==> src/rtl/led_pattern_pkg.sv <==
// Shared mode encodings and channel reload values for the LED pattern engine.
package led_pattern_pkg;

    localparam logic [1:0] MODE_ROT_L  = 2'd0;
    localparam logic [1:0] MODE_ROT_R  = 2'd1;
    localparam logic [1:0] MODE_CNT_UP = 2'd2;
    localparam logic [1:0] MODE_CNT_DN = 2'd3;

    localparam int LED_MAX = 32;

    // Pattern a channel restarts from when the mode changes; callers truncate to their width.
    function automatic logic [LED_MAX-1:0] reload_value(input logic [1:0] mode);
        case (mode)
            MODE_CNT_UP: return '0;
            MODE_CNT_DN: return '1;
            default:     return LED_MAX'(1);
        endcase
    endfunction

endpackage

==> src/rtl/led_pattern_engine_btn_debounce.sv <==
// Two-flop synchroniser plus stability counter for the raw mode button.
module btn_debounce #(
    parameter int DB_W = 20
) (
    input  logic clk,
    input  logic rst,
    input  logic btn_raw,
    output logic btn_stable,
    output logic btn_rise
);

    logic sync1;
    logic sync2;
    logic [DB_W-1:0] cnt;

    always_ff @(posedge clk or posedge rst) begin
        if (rst) begin
            sync1 <= 1'b0;
            sync2 <= 1'b0;
        end else begin
            sync1 <= btn_raw;
            sync2 <= sync1;
        end
    end

    // Any sample agreeing with the stable state restarts the count; 2**DB_W disagreements flip it.
    always_ff @(posedge clk or posedge rst) begin
        if (rst) begin
            cnt        <= '0;
            btn_stable <= 1'b0;
            btn_rise   <= 1'b0;
        end else if (sync2 != btn_stable) begin
            if (cnt == '1) begin
                cnt        <= '0;
                btn_stable <= sync2;
                btn_rise   <= sync2;
            end else begin
                cnt      <= cnt + DB_W'(1);
                btn_rise <= 1'b0;
            end
        end else begin
            cnt      <= '0;
            btn_rise <= 1'b0;
        end
    end

endmodule

==> src/rtl/led_pattern_engine.sv <==
// Shared-prescaler LED pattern generator with NUM_CH channels and a button-stepped global mode.
module led_pattern_engine
    import led_pattern_pkg::*;
#(
    parameter int LED_W   = 4,
    parameter int NUM_CH  = 2,
    parameter int PRESC_W = 23,
    parameter int DB_W    = 20
) (
    input  logic                    clk,
    input  logic                    rst,
    input  logic                    en,
    input  logic                    mode_btn,
    output logic [NUM_CH*LED_W-1:0] led_out,
    output logic [1:0]              mode_out,
    output logic                    tick_out
);

    localparam int DIV_W = (NUM_CH > 1) ? $clog2(NUM_CH) : 1;

    logic [PRESC_W-1:0] presc;
    logic               wrap;
    logic               btn_stable;
    logic               btn_rise;
    logic               mode_adv;
    logic               reload;
    logic [LED_W-1:0]   reload_pat;

    assign wrap = en && (presc == '1);

    always_ff @(posedge clk or posedge rst) begin
        if (rst) begin
            presc    <= '0;
            tick_out <= 1'b0;
        end else begin
            tick_out <= wrap;
            if (en) begin
                presc <= presc + PRESC_W'(1);
            end
        end
    end

    btn_debounce #(
        .DB_W(DB_W)
    ) u_btn_debounce (
        .clk       (clk),
        .rst       (rst),
        .btn_raw   (mode_btn),
        .btn_stable(btn_stable),
        .btn_rise  (btn_rise)
    );

    assign mode_adv = btn_rise && btn_stable;

    // Channels reload one edge after the mode register moves, so they see the new mode.
    always_ff @(posedge clk or posedge rst) begin
        if (rst) begin
            mode_out <= MODE_ROT_L;
            reload   <= 1'b0;
        end else begin
            reload <= mode_adv;
            if (mode_adv) begin
                mode_out <= mode_out + 2'd1;
            end
        end
    end

    assign reload_pat = LED_W'(reload_value(mode_out));

    for (genvar k = 0; k < NUM_CH; k++) begin : g_ch
        logic [LED_W-1:0] pattern;
        logic [LED_W-1:0] step_val;
        logic [DIV_W-1:0] div;

        always_comb begin
            step_val = pattern;
            case (mode_out)
                MODE_ROT_L:  step_val = {pattern[LED_W-2:0], pattern[LED_W-1]};
                MODE_ROT_R:  step_val = {pattern[0], pattern[LED_W-1:1]};
                MODE_CNT_UP: step_val = pattern + LED_W'(1);
                MODE_CNT_DN: step_val = pattern - LED_W'(1);
                default:     step_val = pattern;
            endcase
        end

        // A reload takes priority over a coincident tick; that tick is not counted.
        always_ff @(posedge clk or posedge rst) begin
            if (rst) begin
                pattern <= LED_W'(1);
                div     <= '0;
            end else if (reload) begin
                pattern <= reload_pat;
                div     <= '0;
            end else if (wrap) begin
                if (div == DIV_W'(k)) begin
                    pattern <= step_val;
                    div     <= '0;
                end else begin
                    div <= div + DIV_W'(1);
                end
            end
        end

        assign led_out[k*LED_W +: LED_W] = pattern;
    end

endmodule

==> config.mk <==
export PLATFORM = sky130hd
export DESIGN_NAME = led_pattern_engine
export DESIGN_NICKNAME = d
export VERILOG_FILES = /design/src/rtl/led_pattern_pkg.sv /design/src/rtl/led_pattern_engine_btn_debounce.sv /design/src/rtl/led_pattern_engine.sv
export SDC_FILE = /design/constraint.sdc
export NUM_CORES = 1
export LEC_CHECK = 0
export BUFFER_PORTS_ARGS = -buffer_cell sky130_fd_sc_hd__buf_2
export CAP_MARGIN = 20
export CORE_MARGIN = 4
export CORE_UTILIZATION = 57
export CTS_BUF_LIST = sky130_fd_sc_hd__clkbuf_4 sky130_fd_sc_hd__clkbuf_8
export CTS_CLUSTER_SIZE = 30
export DETAILED_ROUTE_END_ITERATION = 6
export PLACE_DENSITY = 0.78
export RECOVER_POWER = 50
export SYNTH_ARGS = -nofsm -noshare
export SYNTH_HDL_FRONTEND = slang
export SYNTH_SLANG_ARGS = --single-unit
export TNS_END_PERCENT = 10
==> constraint.sdc <==
create_clock -name clk -period 1.93 [get_ports clk]
set_input_delay 0.0965 -clock clk [delete_from_list [all_inputs] [get_ports clk]]
set_output_delay 0.0965 -clock clk [all_outputs]
set_load 0.05 [all_outputs]
======== After elaboration in Yosys (flattened, before gate mapping) ========
Index checks and enable logic that the tools add are counted.
word-level totals
  register bits ........................... 61
  input port bits ......................... 4
operators by class
  equal/unequal tests ..................... 7
  add/sub/neg operators ................... 9
  reductions and logical operators ........ 8
  mux-type cells .......................... 19
operators by type and width
  cell                                                                    number
  20-bit two-way mux                                                      2
  4-bit one-hot mux with 4 select lines                                   2
  4-bit two-way mux                                                       6
  23-bit by 1-bit adder with 23-bit output (second input constant)        1
  23-bit equality test (second input constant)                            1
  20-bit by 1-bit adder with 20-bit output (second input constant)        1
  20-bit equality test (second input constant)                            1
  4-bit by 1-bit adder with 4-bit output (second input constant)          2
  1-bit two-way mux                                                       8
  4-bit one-hot mux with 2 select lines                                   1
  4-bit by 1-bit subtractor with 4-bit output (second input constant)     2
  2-bit AND reduction                                                     3
  2-bit equality test (second input constant)                             2
  2-bit nonzero test                                                      2
  1-bit adder (second input constant)                                     2
  2-bit by 1-bit adder with 2-bit output (second input constant)          1
  2-bit by 1-bit equality test with 1-bit output (second input constant)  1
  1-bit logical AND                                                       2
  2-bit zero test                                                         1
  2-bit != test (second input constant)                                   1
  1-bit != test                                                           1

======== Logic depth before layout (Yosys ltp) ========
Gate-level depths: netlist (run 1).
  word-level depth ........................ 5
  mapped depth ............................ 9
  mapped depth without buffers ............ 8

======== Modules after synthesis ========
A second synthesis (run 1) with hierarchy kept.
second synthesis, totals
  cells, all modules ...................... 314
  area total of the unflattened synthesis .. 3211.8 µm²
modules (own cells, without submodules)
  module              area an instance (µm²)  cells an instance  times used  seq. area each (µm²)
  led_pattern_engine  2070.7                  205                1           903.4
  btn_debounce        1141.1                  109                1           600.6

======== Worst setup path before layout (run 1) ========
No wires, ideal clock.
  path type ............................... reg-to-reg
  from .................................... register mode_out[0]
  to ...................................... register g_ch[0].pattern[2]
  stages on the path, launching flop included .. 10
  data arrival time ....................... 2.422 ns
  library setup time ...................... 0.078 ns
  clock period less this slack ............ 2.500 ns
  data required time ...................... 1.852 ns
  path buffers ............................ 1
  path slack .............................. -0.570 ns
  cells stage by stage .................... dfrtp_1 ha_1 clkbuf_1 xor2_1 ha_1 o21ai_0 a221o_1 a2bb2oi_1 mux2i_1 a21oi_1
on the way
  word-level cells in the longest chain between the ends .. 5
  elaborated cells on any way between the ends .. 9
  those cells by class .................... eq/ne: 3; mux: 5; reduce/logical: 1
ends and longest elaborated chain
  item                                         line                                             source
  start, declared                              led_pattern_engine.sv:15                         output logic [1:0] mode_out,
  start signal, assigned                       led_pattern_engine.sv:63                         mode_out <= mode_out + 2'd1;
  2-bit equality test (tied with other cells)  led_pattern_pkg.sv:13, led_pattern_engine.sv:77
  4-bit one-hot mux with 4 select lines        led_pattern_engine.sv:77                         case (mode_out)
  4-bit two-way mux                            led_pattern_engine.sv:95                         if (div == DIV_W'(k)) begin
  4-bit two-way mux                            led_pattern_engine.sv:94                         end else if (wrap) begin
  4-bit two-way mux *                          led_pattern_engine.sv:91                         end else if (reload) begin
  end signal, assigned                         led_pattern_engine.sv:92                         pattern <= reload_pat;
  end signal, assigned                         led_pattern_engine.sv:96                         pattern <= step_val;
  end, declared                                led_pattern_engine.sv:71                         logic [LED_W-1:0] pattern;
Mark *: on every way between the ends. The rest lies on a longest branch, timed or not. The select of a mux whose other input is x is not followed.
A chain may end at the register's enable or synchronous reset.

======== Worst setup path in the final report (run 1) ========
  from .................................... register mode_out[0]
  to ...................................... register g_ch[0].pattern[3]
The elaborated chain is that of the path after synthesis.

==> key figures, run 1 <==
Run status
  – Outcome: finished clean

Synthesis
  – Register area share after synthesis: roughly 50%
  – Number of flops mapped to enable cells by yosys: 0
  – Post-synthesis average cell area: ~10 um^2
  – Net count after synthesis: 310
  – Mapped Area: 3089 um^2
  – Largest area contributor in the netlist: dfrtp_1
  – Synth async-reset ratio: 100.0%
  – Cells after Synth: 295
  – Top cell type's share of synthesized area: between 40% and 50%
  – Synth unique cells: 42
  – Top cells by area, synth: dfrtp_1, xor2_1, xnor2_1, ha_1, nor2_1
  – Most used DFF post-synth: dfrtp_1
  – Yosys reg bits: 60
  – Yosys warns: 0

GRT
  – Number of global-route vias before repair: 2289
  – First-pass GRT wire length: 10.33 mm
  – Grt met2 use: 33.47%
  – Gr ovfl total: 0
  – GRT busiest layer: met2
  – Global-route met1 utilization: 25.55%
  – Pin count of the biggest net entering global routing: 33
  – GRT Total Usage: between 20 and 25%
  – Antenna violations before repair: 0
  – Met3 GRT Util: 6.908%

Floorplan
  – Core area: 5172 um^2
  – Die width: 81.62 um
  – Die ar.: 6662 um^2
  – Starting Density: around three fifths
  – I/O Pins: 15
  – # rows: 26
  – Die Ht: 81.62 um

Final layout
  – Share of layout cells above drive strength 1: 27.20%
  – Ant diodes: 0
  – Fin nets: 363
  – Layout area overhead: 23.73%

Place
  – Placer Congestion: a little under 0.8
  – Dpl hpwl: 4.206 mm
  – Buffers on Ports: 14

Setup path
  – Most Frequent Cell on Critical Path: ha_4
  – Worst setup EP type: flip-flop
  – Crit path DAT: 2.17 ns
  – Crit-path max cell delay: between 0.4 and 0.5 ns
  – Slowest cell on the critical path: dfrtp_2
  – Reg2Reg Setup Slack: roughly 0.016 ns
  – Setup crit start kind: flip-flop
  – Worst path bufs/invs: 0
  – Crit path max-delay family: compound AO/OA/AOI/OAI gates
  – CP Cell Sequence: ha_4 > ha_4 > a31o_2 > a31oi_4 > xnor2_2 > a311o_1 > a31oi_1
  – Setup CP Type: flip-flop to flip-flop
  – Worst-path fanout max: 6
  – Crit path required time: ~2.2 ns

Pwr
  – P_leak: 1.766 nW
  – Max VDD drop: 723.7 uV
  – Final Total Pwr: approximately 2.8 mW
  – Pwr dens: 730.4 nW/um^2

Routing
  – Via density: 5.402
  – Vias: roughly 2300
  – Per-cell routed wire length: 14.20 um
  – Detailed router's first-iteration violation count: roughly 130
  – Final wirelength: 6.006 mm
  – ANT nets after route: 0
  – Drt drc: 0
  – Total iterations of the first detailed-routing run: 4

Timing
  – Worst hold slack: 0.04955 ns
  – Least-Margin Pin Slew: 1.178 ns
  – Max Clock Freq: roughly 520 MHz
  – Min Tclk post-route: between 1.5 and 2 ns
  – Setup Skew: 0.005173 ns
  – Final number of max-transition violations: 0
  – Max-slew headroom: 21.38%
  – Unrepaired setup endpoints after global routing: true
  – Final Setup Violations: 0
  – Setup TNS: 0 ns
  – Fin. Hold Viols: 0
  – Final worst-path cycle share: between 90 and 100%

Clock tree
  – Num CTS Buffers: 9
  – Num Clock Sinks: 60
  – CTS root buf: clkbuf_8
  – Clk_lat worst skew: 0.34 ns
  – CTS tree: built
  – CTS Buffer Depth: 2
  – H-tree depth: 3
  – Reg clk slew, reported paths: 0.06 ns

Job
  – Maxcap violations: 0

Worst hold path
  – Min-Delay Path Class: primary input to flip-flop
worst paths after layout:
kind | from | end | cells after the start
max in group asynchronous | rst | presc[7]$_DFFE_PP0P_ | 4
min in group asynchronous | rst | presc[12]$_DFFE_PP0P_ | 3
hold reg to reg | u_btn_debounce.sync1$_DFF_PP0_ | u_btn_debounce.sync2$_DFF_PP0_ | 0
setup reg to reg | mode_out[0]$_DFFE_PP0P_ | g_ch[0].pattern[3]$_DFFE_PP0P_ | 7
setup / recovery | mode_out[0]$_DFFE_PP0P_ | g_ch[0].pattern[3]$_DFFE_PP0P_ | 7
hold / removal | en | presc[0]$_DFFE_PP0P_ | 2
synthesized netlist by cell type (3+ instances only):
library cell  instances
nand4_1              11
a31oi_1               4
xnor2_1              23
nand2b_1              3
nor2_1               32
ha_1                 11
and3_1                8
xor2_1               25
mux2i_1               9
o21ai_0               7
nand3_1              16
nand2_1              18
clkbuf_1              6
nor3_1                7
a21oi_1              10
dfrtp_1              58
inv_1                 8
and4_1                5
layout by cell type (no fill, tap or decap), types with 3 or more instances in the layout:
cell,instances
a21oi_1,10
a31oi_1,3
and3_1,8
and4_1,5
buf_2,13
buf_4,33
clkbuf_8,11
dfrtp_1,55
dfrtp_2,3
ha_1,4
ha_2,3
ha_4,4
inv_1,8
mux2i_1,9
nand2_1,18
nand2b_1,3
nand3_1,16
nand4_1,11
nor2_1,32
nor3_1,6
o21ai_0,6
xnor2_1,21
xor2_1,23
area by class of cell:
type,count,area [um^2]
Fill cell,369,1350
Inverter,10,37.54
Sequential cell,60,1508
Timing Repair Buffer,51,347.8
Clock inverter,4,47.55
Multi-Input combinational cell,216,1635
Clock buffer,12,158.9
Tap cell,70,87.58
cell families (layout without fill, tap and decap cells):
group / count (synthesis) / after routing / share of synthesized area, %
xor gates and xnor gates: 48 / 48 / 13.61
AOI/OAI and AO/OA: 35 / 35 / 7.614
muxes: 11 / 11 / 3.645
DFF: 60 / 60 / 48.68
and+or+nand+nor: 111 / 111 / 19.36
buffers and inverters: 19 / 77 / 2.632
adders and majority gates: 11 / 11 / 4.455
power by group:
part / switching (mW) / internal (mW)
sequential: 0.0864 / 1.34
clock: 0.465 / 0.676
combinational: 0.112 / 0.115
total: 0.663 / 2.13
sequential cells by signal, indices dropped and copies added (netlist names):
register                   count
presc                         23
u_btn_debounce.cnt            20
g_ch.pattern                   8
mode_out                       2
g_ch.div                       1
reload                         1
tick_out                       1
u_btn_debounce.btn_rise        1
u_btn_debounce.btn_stable      1
u_btn_debounce.sync1           1
u_btn_debounce.sync2           1
stage by stage:
step,setup slack [ns],utilization (%),instance area (um^2),std cells
after floorplan,-0.1298,-,3141,295
after global placement,0.02763,67.46,3490,401
after detailed placement,-0.01424,67.46,3490,401
after CTS,-0.0007792,72.69,3760,420
after global routing,-0.04873,73.90,3822,423
final,0.01567,73.90,3822,423
routing by layer:
| metal | share of wire, % | vias to the layer above |
|---|---|---|
| met5 | 0 | - |
| met4 | 2.0 | 0 |
| met3 | 3.7 | 15 |
| met2 | 50 | 33 |
| met1 | 44 | 1104 |
| li1 | - | 1133 |
worst reg2reg max path, delay by kind of cell (launching register included):
kind / cells / cell delay, ns
AOI/OAI and AO/OA: 4 / 0.85
DFF: 1 / 0.44
adders and majority gates: 2 / 0.46
xor gates and xnor gates: 1 / 0.09
repair_timing:
item	CTS	global route
gates resized for setup	5	10
hold endpoints to repair	29	0
hold buffers	2	0
pin swaps	4	9
buffers inserted	1	3
setup endpoints to repair	3	27
Power figures use the tool's default switching activity.
==> inputs of run 2 (changes only) <==
CELL_PAD_IN_SITES_DETAIL_PLACEMENT = 1   (was not set)
CELL_PAD_IN_SITES_GLOBAL_PLACEMENT = 1   (was not set)
CORE_UTILIZATION = 46   (was 57)
PLACE_DENSITY = not set   (was 0.78)
PLACE_DENSITY_LB_ADDON = 0.1   (was not set)
==> key figures, run 2 (synthesis gave the netlist of run 1 again) <==
Worst hold path
  – Min-Delay Path Class: primary input to flip-flop

Pwr
  – Max VDD drop: 522.3 uV
  – P_leak: 1.791 nW
  – Pwr dens: 767.4 nW/um^2

Routing
  – Vias: 2385
  – Per-cell routed wire length: between 15 and 20 um
  – Final wirelength: 7.281 mm
  – Total iterations of the first detailed-routing run: 4
  – Via density: 5.521
  – Detailed router's first-iteration violation count: 63
  – Drt drc: 0
  – ANT nets after route: 0

Timing
  – Min Tclk post-route: 1.922 ns
  – Worst hold slack: 0.07863 ns
  – Max Clock Freq: 520.2 MHz
  – Final worst-path cycle share: 99.60%
  – Unrepaired setup endpoints after global routing: true
  – Final Setup Violations: 0
  – Final number of max-transition violations: 0
  – Max-slew headroom: 11.63%
  – Setup Skew: 0.01213 ns
  – Least-Margin Pin Slew: 1.326 ns
  – Setup WS post-layout: 0.007739 ns
  – Fin. Hold Viols: 0

Final layout
  – Top reg by flops: presc
  – Fin nets: 365
  – Layout area overhead: 26.37%
  – Top Registers: presc (23), u_btn_debounce.cnt (20), g_ch.pattern (8)
  – Most common cell after layout, fill and taps aside: dfrtp_1
  – Max reg flops: 23
  – Most frequent cells in the layout: dfrtp_1, buf_4, nor2_1, xor2_1, xnor2_1
  – Share of layout cells above drive strength 1: 27.89%
  – Ant diodes: 0

GRT
  – GRT Total Usage: 19.28%
  – Pin count of the biggest net entering global routing: 61
  – Antenna violations before repair: 0
  – Gr ovfl total: 0
  – Number of global-route vias before repair: 2598
  – First-pass GRT wire length: around 13 mm

Clock tree
  – CTS Buffer Depth: 2
  – CTS root buf: clkbuf_8
  – Clk_lat worst skew: 0.34 ns
  – Num CTS Buffers: 9
  – H-tree depth: 3
  – CTS tree: built
  – Num Clock Sinks: 60
  – Reg clk slew, reported paths: approximately 0.07 ns

Setup path
  – Worst path bufs/invs: 0
  – Worst Setup EP: g_ch[0].pattern[2]$_DFFE_PP0P_
  – Crit path required time: 2.19 ns
  – Crit path DAT: 2.18 ns
  – CP Cell Sequence: ha_4 > xor2_4 > ha_4 > a21o_1 > a221o_1 > a2bb2oi_1 > mux2i_1 > a21oi_1
  – Worst path depth: 8
  – Crit path max-delay family: compound AO/OA/AOI/OAI gates
  – Slowest cell on the critical path: dfrtp_2
  – Worst-path fanout max: 6
  – Reg2Reg Setup Slack: between 0.007 and 0.008 ns
  – Worst Setup SP: mode_out[0]$_DFFE_PP0P_
  – Most Frequent Cell on Critical Path: ha_4
  – Critical R2R Capture: g_ch[0].pattern[2]$_DFFE_PP0P_
  – Worst r2r src: mode_out[0]$_DFFE_PP0P_
  – Setup CP Type: flip-flop to flip-flop
  – Worst setup EP type: flip-flop
  – Crit-path max cell delay: about 0.43 ns
  – Setup crit start kind: flip-flop
  – Worst reg2reg path depth: 8

Floorplan
  – I/O Pins: 15
  – Die ar.: between 8000 and 9000 um^2
  – # rows: 29
  – Starting Density: 48.10%
  – Core area: about 6400 um^2
  – Die width: between 80 and 90 um
  – Die Ht: around 90 um

Place
  – Dpl hpwl: 4.853 mm
  – Placer Congestion: about 0.86
  – Buffers on Ports: 14
  – Post-Place Worst Slack: -0.02484 ns

Run status
  – Outcome: finished clean

Job
  – Maxcap violations: 0
-- run 2: changes by cell type in the layout (fill, tap and decap cells not counted), moves of 2 or more --
cell | previous run | this run
ha_4 | 4 | 6
clkbuf_8 | 11 | 9
inv_1 | 8 | 6
ha_2 | 3 | 1
-- run 2: repair_timing --
item,in CTS,in global routing
hold buffers,2,0
endpoints found under the hold margin,59,0
gates resized for setup,9,9
setup buffers,2,1
pin swaps,9,8
setup endpoints to repair,7,25
-- run 2: where the power goes --
| part | switching [mW] | internal [mW] |
|---|---|---|
| Combinational | 0.132 | 0.164 |
| Sequential | 0.0961 | 1.34 |
| Clock | 0.496 | 0.771 |
| Total | 0.724 | 2.27 |
-- run 2: worst register-to-register path: stages, from the launching register on --
cell and delay [ns]:
dfrtp_2 0.43, ha_4 0.22, xor2_4 0.18, ha_4 0.18
a21o_1 0.16, a221o_1 0.31, a2bb2oi_1 0.13, mux2i_1 0.10
a21oi_1 0.14
-- run 2: worst min-delay path by stage --
stage | start | to | slack (ns) | cells after the start
final | en | presc[0]$_DFFE_PP0P_ | 0.08 | 2
after detailed placement | rst | presc[9]$_DFFE_PP0P_ | 0.19 | 3
after CTS | en | presc[0]$_DFFE_PP0P_ | 0.06 | 2
after global routing | en | presc[0]$_DFFE_PP0P_ | 0.08 | 2
after floorplan | mode_btn | u_btn_debounce.sync1$_DFF_PP0_ | 0.13 | 0
after global placement | rst | presc[14]$_DFFE_PP0P_ | 0.18 | 3
-- run 2: metrics by stage --
step                utilization (%)  instance area, um^2  std cells  total power [mW]  setup TNS (ns)
floorplan                         -                 3141        295             1.586          -1.256
global placement              55.02                 3533        411             1.673               0
CTS                           59.98                 3852        431             3.024        -0.05979
finish                        60.78                 3904        432             2.996               0
detailed placement            55.02                 3533        411             1.688        -0.08719
global route                  60.78                 3904        432             3.140         -0.3924
-- run 2: metal layers --
layer,up-vias,wire length [um],GRT usage (%)
met2,33,3809,33.58
met1,1196,3155,23.17
met3,13,194,4.674
met5,-,0,0
li1,1143,-,-
met4,0,121,7.143
-- run 2: cell type report --
type / instances / area, um^2
fillers: 710 / 2519
inverters: 10 / 37.54
multi-input cells: 216 / 1662
well taps: 77 / 96.34
repair buffers: 53 / 380.4
clock inverters: 4 / 73.82
clock buffers: 12 / 146.4
flip-flops and latches: 60 / 1508
